### src/rtl/game_pkg.sv
// Shared types and constants for the runner game-state controller.
package game_pkg;

  typedef enum logic [1:0] {
    IDLE     = 2'd0,
    PAUSED   = 2'd1,
    PLAYING  = 2'd2,
    GAMEOVER = 2'd3
  } game_state_t;

  localparam int unsigned ST_IDLE     = 0;
  localparam int unsigned ST_PAUSED   = 1;
  localparam int unsigned ST_PLAYING  = 2;
  localparam int unsigned ST_GAMEOVER = 3;

  localparam logic [7:0] KEY_START = 8'h28;
  localparam logic [7:0] KEY_PAUSE = 8'h13;

  // One-hot status vector for a given state
  function automatic logic [3:0] state_to_status(input game_state_t s);
    logic [3:0] st;
    st = '0;
    case (s)
      IDLE:     st[ST_IDLE]     = 1'b1;
      PAUSED:   st[ST_PAUSED]   = 1'b1;
      PLAYING:  st[ST_PLAYING]  = 1'b1;
      GAMEOVER: st[ST_GAMEOVER] = 1'b1;
      default:  st[ST_IDLE]     = 1'b1;
    endcase
    return st;
  endfunction

endpackage

### src/rtl/bcd_sat_adder.sv
// Packed-BCD score plus a small binary increment; clamps to all nines on overflow.
module bcd_sat_adder #(
  parameter int unsigned SCORE_DIGITS = 4,
  parameter int unsigned INC_W        = 3
) (
  input  logic [4*SCORE_DIGITS-1:0] a,
  input  logic [INC_W-1:0]          inc,
  output logic [4*SCORE_DIGITS-1:0] sum_c
);

  localparam int unsigned SW = INC_W + 5;

  logic [SW-1:0]             carry;
  logic [SW-1:0]             dsum;
  logic [4*SCORE_DIGITS-1:0] raw;

  // Ripple the increment through the digits, least significant first
  always_comb begin
    carry = SW'(inc);
    dsum  = '0;
    raw   = '0;
    for (int i = 0; i < int'(SCORE_DIGITS); i++) begin
      dsum            = SW'(a[4*i +: 4]) + carry;
      raw[4*i +: 4]   = 4'(dsum % SW'(10));
      carry           = dsum / SW'(10);
    end
    sum_c = (carry != '0) ? {SCORE_DIGITS{4'h9}} : raw;
  end

endmodule

### src/rtl/game_fsm.sv
// Runner game-state controller: per-frame score, lives, invulnerability and speed.
// Optional high-score register enabled by defining GAME_FSM_HISCORE_EN.
module game_fsm
  import game_pkg::*;
#(
  parameter int unsigned NUM_OBJ       = 4,
  parameter int unsigned SCORE_DIGITS  = 4,
  parameter int unsigned LIVES         = 3,
  parameter int unsigned INVULN_FRAMES = 60,
  parameter int unsigned DIST_FRAMES   = 30,
  parameter int unsigned LEVEL_FRAMES  = 600,
  parameter int unsigned MAX_LEVEL     = 7,
  parameter logic [9:0]  FALL_MARGIN   = 10'd8
) (
  input  logic                      Clk,
  input  logic                      Reset_n,
  input  logic                      frame_clk,
  input  logic [7:0]                keycode,
  input  logic [NUM_OBJ-1:0]        hit,
  input  logic [NUM_OBJ-1:0]        coin,
  input  logic [9:0]                StickmanBottom,
  input  logic [9:0]                GroundY,
  output logic [3:0]                status,
  output logic [4*SCORE_DIGITS-1:0] score,
  output logic [2:0]                lives,
  output logic [2:0]                speed_level,
  output logic                      frame_tick,
  output logic                      invuln,
  output logic [4*SCORE_DIGITS-1:0] hiscore
);

  localparam int unsigned SW     = 4 * SCORE_DIGITS;
  localparam int unsigned INC_W  = $clog2(NUM_OBJ + 2);
  localparam int unsigned DIST_W = $clog2(DIST_FRAMES + 1);
  localparam int unsigned LVL_W  = $clog2(LEVEL_FRAMES + 1);
  localparam int unsigned INV_W  = $clog2(INVULN_FRAMES + 1);

  game_state_t       state_q, state_d;
  logic [7:0]        key_prev_q, key_prev_d;
  logic [2:0]        fsync_q, fsync_d;
  logic              frame_tick_q, frame_tick_d;
  logic [3:0]        status_q, status_d;
  logic [SW-1:0]     score_q, score_d;
  logic [2:0]        lives_q, lives_d;
  logic [2:0]        speed_q, speed_d;
  logic [DIST_W-1:0] dist_q, dist_d;
  logic [LVL_W-1:0]  lvl_q, lvl_d;
  logic [INV_W-1:0]  inv_q, inv_d;
  logic              invuln_q, invuln_d;

  logic              start_c, pause_c, dist_wrap_c, death_c;
  logic [INC_W-1:0]  inc_c;
  logic [SW-1:0]     score_sum_c;

  // Frame-event inputs: coin popcount plus distance bonus, and death detection
  always_comb begin
    start_c     = (keycode != key_prev_q) && (keycode == KEY_START);
    pause_c     = (keycode != key_prev_q) && (keycode == KEY_PAUSE);
    dist_wrap_c = (dist_q == DIST_W'(DIST_FRAMES - 1));
    inc_c       = INC_W'(dist_wrap_c);
    for (int i = 0; i < int'(NUM_OBJ); i++) begin
      inc_c = inc_c + INC_W'(coin[i]);
    end
    // 11-bit compare so a ground line near the bottom cannot wrap the margin
    death_c = (|hit) ||
              ({1'b0, StickmanBottom} > ({1'b0, GroundY} + 11'(FALL_MARGIN)));
  end

  bcd_sat_adder #(
    .SCORE_DIGITS(SCORE_DIGITS),
    .INC_W       (INC_W)
  ) u_score_add (
    .a    (score_q),
    .inc  (inc_c),
    .sum_c(score_sum_c)
  );

  // Next-state and datapath update
  always_comb begin
    state_d      = state_q;
    key_prev_d   = keycode;
    fsync_d      = {fsync_q[1:0], frame_clk};
    frame_tick_d = fsync_q[1] & ~fsync_q[2];
    score_d      = score_q;
    lives_d      = lives_q;
    speed_d      = speed_q;
    dist_d       = dist_q;
    lvl_d        = lvl_q;
    inv_d        = inv_q;

    case (state_q)
      IDLE: begin
        if (start_c) begin
          state_d = PLAYING;
          score_d = '0;
          lives_d = 3'(LIVES);
          speed_d = '0;
          dist_d  = '0;
          lvl_d   = '0;
          inv_d   = '0;
        end
      end
      PLAYING: begin
        // A key press in the tick cycle swallows that frame
        if (pause_c) begin
          state_d = PAUSED;
        end else if (frame_tick_q && !start_c) begin
          score_d = score_sum_c;
          dist_d  = dist_wrap_c ? '0 : dist_q + DIST_W'(1);
          if (lvl_q == LVL_W'(LEVEL_FRAMES - 1)) begin
            lvl_d = '0;
            if (speed_q < 3'(MAX_LEVEL)) speed_d = speed_q + 3'd1;
          end else begin
            lvl_d = lvl_q + LVL_W'(1);
          end
          if (death_c && (inv_q == '0)) begin
            lives_d = lives_q - 3'd1;
            inv_d   = INV_W'(INVULN_FRAMES - 1);
          end else if (inv_q != '0) begin
            inv_d = inv_q - INV_W'(1);
          end
          if (lives_d == 3'd0) state_d = GAMEOVER;
        end
      end
      PAUSED: begin
        if (pause_c || start_c) state_d = PLAYING;
      end
      GAMEOVER: begin
        if (start_c) state_d = IDLE;
      end
      default: state_d = IDLE;
    endcase

    status_d = state_to_status(state_d);
    invuln_d = (inv_d != '0);
  end

  always_ff @(posedge Clk or negedge Reset_n) begin
    if (!Reset_n) begin
      state_q      <= IDLE;
      key_prev_q   <= '0;
      fsync_q      <= '0;
      frame_tick_q <= 1'b0;
      status_q     <= 4'b0001;
      score_q      <= '0;
      lives_q      <= 3'(LIVES);
      speed_q      <= '0;
      dist_q       <= '0;
      lvl_q        <= '0;
      inv_q        <= '0;
      invuln_q     <= 1'b0;
    end else begin
      state_q      <= state_d;
      key_prev_q   <= key_prev_d;
      fsync_q      <= fsync_d;
      frame_tick_q <= frame_tick_d;
      status_q     <= status_d;
      score_q      <= score_d;
      lives_q      <= lives_d;
      speed_q      <= speed_d;
      dist_q       <= dist_d;
      lvl_q        <= lvl_d;
      inv_q        <= inv_d;
      invuln_q     <= invuln_d;
    end
  end

  assign status      = status_q;
  assign score       = score_q;
  assign lives       = lives_q;
  assign speed_level = speed_q;
  assign frame_tick  = frame_tick_q;
  assign invuln      = invuln_q;

`ifdef GAME_FSM_HISCORE_EN
  logic [SW-1:0] hiscore_q, hiscore_d;

  // Packed BCD orders the same as unsigned binary, so a plain compare suffices
  always_comb begin
    hiscore_d = hiscore_q;
    if ((state_q != GAMEOVER) && (state_d == GAMEOVER) && (score_d > hiscore_q))
      hiscore_d = score_d;
  end

  always_ff @(posedge Clk or negedge Reset_n) begin
    if (!Reset_n) hiscore_q <= '0;
    else          hiscore_q <= hiscore_d;
  end

  assign hiscore = hiscore_q;
`else
  assign hiscore = '0;
`endif

endmodule
### config.mk
export PLATFORM = sky130hd
export DESIGN_NAME = game_fsm
export DESIGN_NICKNAME = d
export VERILOG_FILES = /design/src/rtl/game_pkg.sv /design/src/rtl/bcd_sat_adder.sv /design/src/rtl/game_fsm.sv
export SDC_FILE = /design/constraint.sdc
export NUM_CORES = 1
export LEC_CHECK = 0
export CAP_MARGIN = 20
export CORE_ASPECT_RATIO = 0.7
export CORE_MARGIN = 1.5
export CORE_UTILIZATION = 48
export DETAILED_ROUTE_END_ITERATION = 7
export GPL_TIMING_DRIVEN = 0
export PLACE_DENSITY = 0.86
export SLEW_MARGIN = 20
export SYNTH_ARGS = -nofsm -noshare
export SYNTH_HDL_FRONTEND = slang
export SYNTH_SLANG_ARGS = --single-unit
### constraint.sdc
create_clock -name Clk -period 6.8 [get_ports Clk]
set_input_delay 2.04 -clock Clk [delete_from_list [all_inputs] [get_ports Clk]]
set_output_delay 2.04 -clock Clk [all_outputs]
set_load 0.01 [all_outputs]
Yosys cells after proc, flatten, opt, wreduce, memory -nomap -nowiden:

Cells that the tools add are included.
W data, S select, Z words.

* mux-type cells: 46
* equal/unequal tests: 16
* add/subtract/negate cells: 14
* order comparisons: 2
* reduce and logical (&&, ||, !) cells: 18
* bitwise operators: 2
* divide/modulo/power cells: 8

Operators by type and width (number)
* $mux W16: 4
* $mux W10: 4
* $mux W3: 12
* $div A8 B4 Y8 const B: 4
* $mod A8 B4 Y8 const B: 4
* $pmux W16 S2: 1
* $mux W6: 5
* $add A4 B8 Y8: 3
* $mux W5: 4
* $pmux W10 S2: 1
* $mux W2: 6
* $pmux W3 S2: 2
* $pmux W6 S2: 1
* $reduce_bool A6 Y1: 2
* $add A10 B4 Y11 const B: 1
* $gt A10 B11 Y1: 1
* $add A10 B1 Y10 const B: 1
* $eq A10 B10 Y1 const B: 1
* $ne A2 B2 Y1 const B: 5
* $pmux W5 S2: 1
* $eq A2 B2 Y1 const B: 4
* $eq A8 B5 Y1 const B: 1
* $eq A8 B6 Y1 const B: 1
* $ne A8 B8 Y1: 1
* 26 further kinds: 36

* bits in registers: 62
* logic and storage cells: 118

Logic depth before layout (Yosys ltp):

* depth in word-level cells: 18
* mapped depth: 36

Modules after synthesis:

Synthesis repeated with hierarchy kept, for this count alone.

* cells, all modules: 462
* area total of the unflattened synthesis: 4315.4 um^2

Modules (own cells, without submodules)
* game_fsm: instances 1, area each 3326.9 um^2, cells an instance 324
* bcd_sat_adder: instances 1, area each 988.4 um^2, cells an instance 138

Worst setup path before layout:

No wires, ideal clock.

* path type: in2reg
* start: input port coin[0]
* end: register score_q[14], in the netlist score[14]
* setup time: 0.121 ns
* path buffers: 3
* stages on the path: 34
* slack: -2.419 ns
* required time: 6.679 ns
* arrival: 9.098 ns
* cell sequence: fa_1 -> inv_1 -> fa_1 -> inv_1 -> ha_1 -> fa_1 -> clkbuf_1 -> or2_2 -> maj3_1 -> o22ai_1 -> a211oi_1 -> ha_1 -> inv_1 -> fa_1 -> clkbuf_1 -> a21boi_0 -> o22ai_1 -> a21oi_1 -> ha_1 -> inv_1 -> fa_1 -> clkbuf_1 -> a21boi_0 -> o22ai_1 -> a21oi_1 -> ha_1 -> inv_1 -> fa_1 -> nand2_1 -> a31oi_1 -> a21oi_1 -> nand2b_1 -> a31oi_1 -> o22a_1

* longest elaborated chain between the ends: 17

RTL lines
* start, declared: RTL line game_fsm.sv:20 `input logic [NUM_OBJ-1:0] coin,`
* $add A1 B1 Y2 (*): RTL line game_fsm.sv:62 `inc_c = inc_c + INC_W'(coin[i]);`
* $add A2 B1 Y3 (*): RTL line game_fsm.sv:62
* $add A3 B1 Y3 (*) (2 in series): RTL line game_fsm.sv:62
* $add A4 B3 Y5 (*): RTL line bcd_sat_adder.sv:23 `dsum = SW'(a[4*i +: 4]) + carry;`
* $div A8 B4 Y8 (*): RTL line bcd_sat_adder.sv:25 `carry = dsum / SW'(10);`
* $add A4 B8 Y8 (*): RTL line bcd_sat_adder.sv:23
* $div A8 B4 Y8 (*): RTL line bcd_sat_adder.sv:25
* $add A4 B8 Y8 (*): RTL line bcd_sat_adder.sv:23
* $div A8 B4 Y8 (*): RTL line bcd_sat_adder.sv:25
* $add A4 B8 Y8 (*): RTL line bcd_sat_adder.sv:23
* $div A8 B4 Y8: RTL line bcd_sat_adder.sv:25
* $reduce_bool A8 Y1: RTL line bcd_sat_adder.sv:27 `sum_c = (carry != '0) ? {SCORE_DIGITS{4'h9}} : raw;`
* $mux W16 (*): RTL line bcd_sat_adder.sv:27
* $mux W16 (*): RTL line game_fsm.sv:107 `end else if (frame_tick_q && !start_c) begin`
* $mux W16 (*): RTL line game_fsm.sv:105 `if (pause_c) begin`
* $pmux W16 S2 (*): RTL line game_fsm.sv:91 `case (state_q)`
* end signal, assigned: RTL line game_fsm.sv:158 `score_q <= score_d;`
* end, declared: RTL line game_fsm.sv:43 `logic [SW-1:0] score_q, score_d;`

Every way passes the cells marked *; elsewhere a longest branch is shown, timed or not. The select of a mux whose other input is x is not followed.
A chain may end at the register's enable or synchronous reset.

Worst setup path in the final report:

* start: input port coin[1]
* end: register score_q[14], in the netlist score[14]

* longest elaborated chain between the ends: 16

RTL lines (RTL line)
* $add A2 B1 Y3 (*): game_fsm.sv:62
* $add A3 B1 Y3 (*) (2 in series): game_fsm.sv:62
* $add A4 B3 Y5 (*): bcd_sat_adder.sv:23
* $div A8 B4 Y8 (*): bcd_sat_adder.sv:25
* $add A4 B8 Y8 (*): bcd_sat_adder.sv:23
* $div A8 B4 Y8 (*): bcd_sat_adder.sv:25
* $add A4 B8 Y8 (*): bcd_sat_adder.sv:23
* $div A8 B4 Y8 (*): bcd_sat_adder.sv:25
* $add A4 B8 Y8 (*): bcd_sat_adder.sv:23
* $div A8 B4 Y8: bcd_sat_adder.sv:25
* $reduce_bool A8 Y1: bcd_sat_adder.sv:27
* $mux W16 (*): bcd_sat_adder.sv:27
* $mux W16 (*): game_fsm.sv:107
* $mux W16 (*): game_fsm.sv:105
* $pmux W16 S2 (*): game_fsm.sv:91

Marked as above.

==> flow_summary.json <==
{
  "synthMuxAreaShare_pct": 0.701,
  "grt_pass1_wl_um": 18000,
  "synth-seq-cells": 62,
  "ir_worst_vdd_mv": 0.174,
  "drtIter0Drc": 301,
  "ys_seq_area_share_pct": 36.3,
  "wirelength_um": 11700,
  "clock.fmax_mhz": 118,
  "cts_inserted_buffers": 9,
  "antenna_found_initial": 0,
  "min_path_type": "reg2reg",
  "cp_slowest_cell": "fa_1",
  "hold_viol": 0,
  "drive_gt1_share_pct": 19.8,
  "synth_area_um2": 4280,
  "synth_top_cell_area_share_pct": 34.5,
  "critPathTopFamily": "adder cells",
  "fp.dieArea_um2": 9510,
  "arrival_ns": 8.69,
  "fin_crit_ns": 8.47,
  "cpMostUsedCell": "inv_2",
  "final_cell_area_um2": 5850,
  "final.setup.worst_slack_ns": -1.67,
  "cts_num_sinks": 62,
  "rows": 28,
  "synth_top_family_by_area": "compound AO/OA/AOI/OAI gates",
  "power_density_nw_per_um2": 321,
  "layout_commonest_cell": "clkdlybuf4s50_1",
  "vias_per_cell": 5.77,
  "dp.cells": 684,
  "r2r_slack_ns": -0.31,
  "synth_edf_count": 0,
  "clk_latency_ns": 0.33,
  "async_flop_share_pct": 100,
  "grt_pass1_vias": 3966,
  "die_x_um": 116,
  "numPortBuffers": 66,
  "power.leakage_nw": 2.59,
  "synth_xor_area_share_pct": 4.50,
  "synth-compound-area-share_pct": 20.3,
  "slowest_delay_ns": 0.55,
  "grt_max_degree": 56,
  "cts_tree": "yes",
  "grt_usage_pct": 24.5,
  "drc": 0,
  "root_buffer": "clkbuf_16",
  "netlist_instances": 482,
  "dpl-instance-area_um2": 5260,
  "status": "finished, violations left",
  "hpwl_um": 7800,
  "yosys-top-cells-area": "dfrtp_1, ha_1, o21ai_0",
  "ctsHoldBuffers": 0,
  "stdcell_count": 722,
  "wl_per_cell_um": 16.3,
  "initial_core_util_pct": 50.1,
  "die_h_um": 82.0,
  "relSlewSlack_pct": 41.1,
  "p_total_mw": 1.88,
  "drv_cap": 0,
  "yosysWarnings": 0,
  "drv_slew": 0,
  "diodes": 0,
  "clkTransAtPathRegs_ns": 0.05,
  "synthAdderAreaFrac_pct": 11.2,
  "cp.required_ns": 7.01,
  "synth_cell_types": 67,
  "worst_slew_pin_slew_ns": 0.884,
  "skew_ns": 0.00704,
  "route.vias.total": 4163,
  "worst-path-max-fanout": 5,
  "timing.rr.start": "dist_q[1]$_DFFE_PN0P_",
  "syn_to_final_growth_pct": 36.6,
  "fill_cells": 638,
  "rsz0062_at_grt": "true",
  "globalplace.congestion": 0.928,
  "yosys.area_share.simple_pct": 20.0,
  "layout_common_cells": "clkdlybuf4s50_1, dfrtp_1, buf_4",
  "synth_top_area_cell": "dfrtp_1",
  "cp_num_buf_inv": 7,
  "core_area_um2": 8550,
  "gr-total-overflow": 0,
  "ant_nets": 0,
  "post-route-period-util_pct": 125,
  "path_class": "in2reg",
  "setup_viol": 16,
  "critPathLaunchType": "primary input",
  "min_from": "fsync_q[0]$_DFF_PN0_",
  "cts_buffer_depth": 2,
  "synth_ff_type": "dfrtp_1",
  "startpoint": "coin[1]",
  "htree_levels": 3,
  "drt_pass1_iterations": 5,
  "violations": "setup timing",
  "io_pins": 83,
  "syn_area_per_cell_um2": 8.89,
  "crit_path_end_kind": "flip-flop",
  "fin_nets": 671
}
[path summary, 6_finish.rpt]
check / cells after the start / to
max: 33 / score[14]$_DFFE_PN0P_
min: 0 / fsync_q[1]$_DFF_PN0_
max reg2reg: 33 / score[14]$_DFFE_PN0P_
min reg2reg: 0 / fsync_q[1]$_DFF_PN0_
max in group asynchronous: 2 / status[0]$_DFF_PN1_
min in group asynchronous: 1 / lvl_q[7]$_DFFE_PN0P_
[cells by family (layout without fill, tap and decap cells)]
group	Yosys count	in the layout
muxes	3	3
AOI/OAI and AO/OA	139	139
and+or+nand+nor	159	159
adders and majority gates	35	35
buffers and inverters	61	166
DFF	62	62
other	1	16
xor gates and xnor gates	22	22
[metrics by stage]
step / hold WS, ns / setup slack (ns) / setup TNS [ns] / util, %
4_1_cts: 0.353 / -1.90 / -28.98 / 67.7
3_3_place_gp: 0.335 / -2.72 / -39.12 / 61.2
5_1_grt: 0.365 / -1.90 / -28.93 / 68.5
2_1_floorplan: 0.331 / -1.85 / -26.15 / -
3_5_place_dp: 0.342 / -2.97 / -43.02 / 61.5
6_report: 0.351 / -1.67 / -25.17 / 68.5
[power breakdown]
group | total (mW) | internal (mW) | switching, mW
logic | 0.940 | 0.459 | 0.482
clock network | 0.446 | 0.288 | 0.158
registers | 0.492 | 0.431 | 0.0607
total | 1.88 | 1.18 | 0.700
[per-layer routing]
metal	share of wire [%]	wire length [µm]	GRT usage, %
met1	41	4860	29.8
met2	47	5550	41.6
met3	9.4	1110	7.53
met4	1.8	212	8.78
met5	0	0	0
[layout make-up]
class,instances,area (µm²),share of cell area (%)
multi-input combinational,374,2690,45.9
sequential,62,1560,26.6
timing repair buffer,92,871,14.9
clock buffer,10,239,4.08
buffer,28,185,3.16
tap,120,150,2.57
inverter,31,116,1.99
clock inverter,5,50.0,0.855
[synthesized netlist by cell type (all sizes together) (2+ instances only)]
cell    count
dfstp       3
and2        3
xor2       10
and3       14
nor3       16
clkbuf     11
nand3      22
inv        31
o22ai      10
nor2b       4
xnor2      12
fa          6
a21o        9
nand3b      2
or4         4
a31oi       3
nor3b       2
or3         2
a21oi      37
a21boi      2
o31ai       6
or2         5
nand2b      8
o21ai      43
nor4b       2
buf        19
nand2      36
ha         28
o211ai      6
o22a        4
mux2i       3
dfrtp      59
a211oi      2
a32o        3
nand4b      3
nand4       5
nor2       27
[registers in the layout, summed over array words and instances, names as in the netlist]
register and cells:
speed_level 3, score 16, key_prev_q 8, fsync_q 3, lvl_q 10, invuln 1, lives 3, inv_q 6
dist_q 5, status 4, state_q 2, frame_tick 1
[worst register-to-register path: cells and delay by family, from the launching register on]
| kind | cells | cell delay, ns |
|---|---|---|
| simple gates | 4 | 0.84 |
| fa+ha+maj | 11 | 3.75 |
| flops | 1 | 0.40 |
| buf+inv | 6 | 0.42 |
| compound gates | 12 | 1.58 |
[what timing repair did]
action / in CTS / in global routing
resized for setup: 34 / 13
pin swaps: 22 / 18
endpoints found under the setup margin: 16 / 16
buffers inserted: 21 / 4
(Power assumes the default switching activity.)
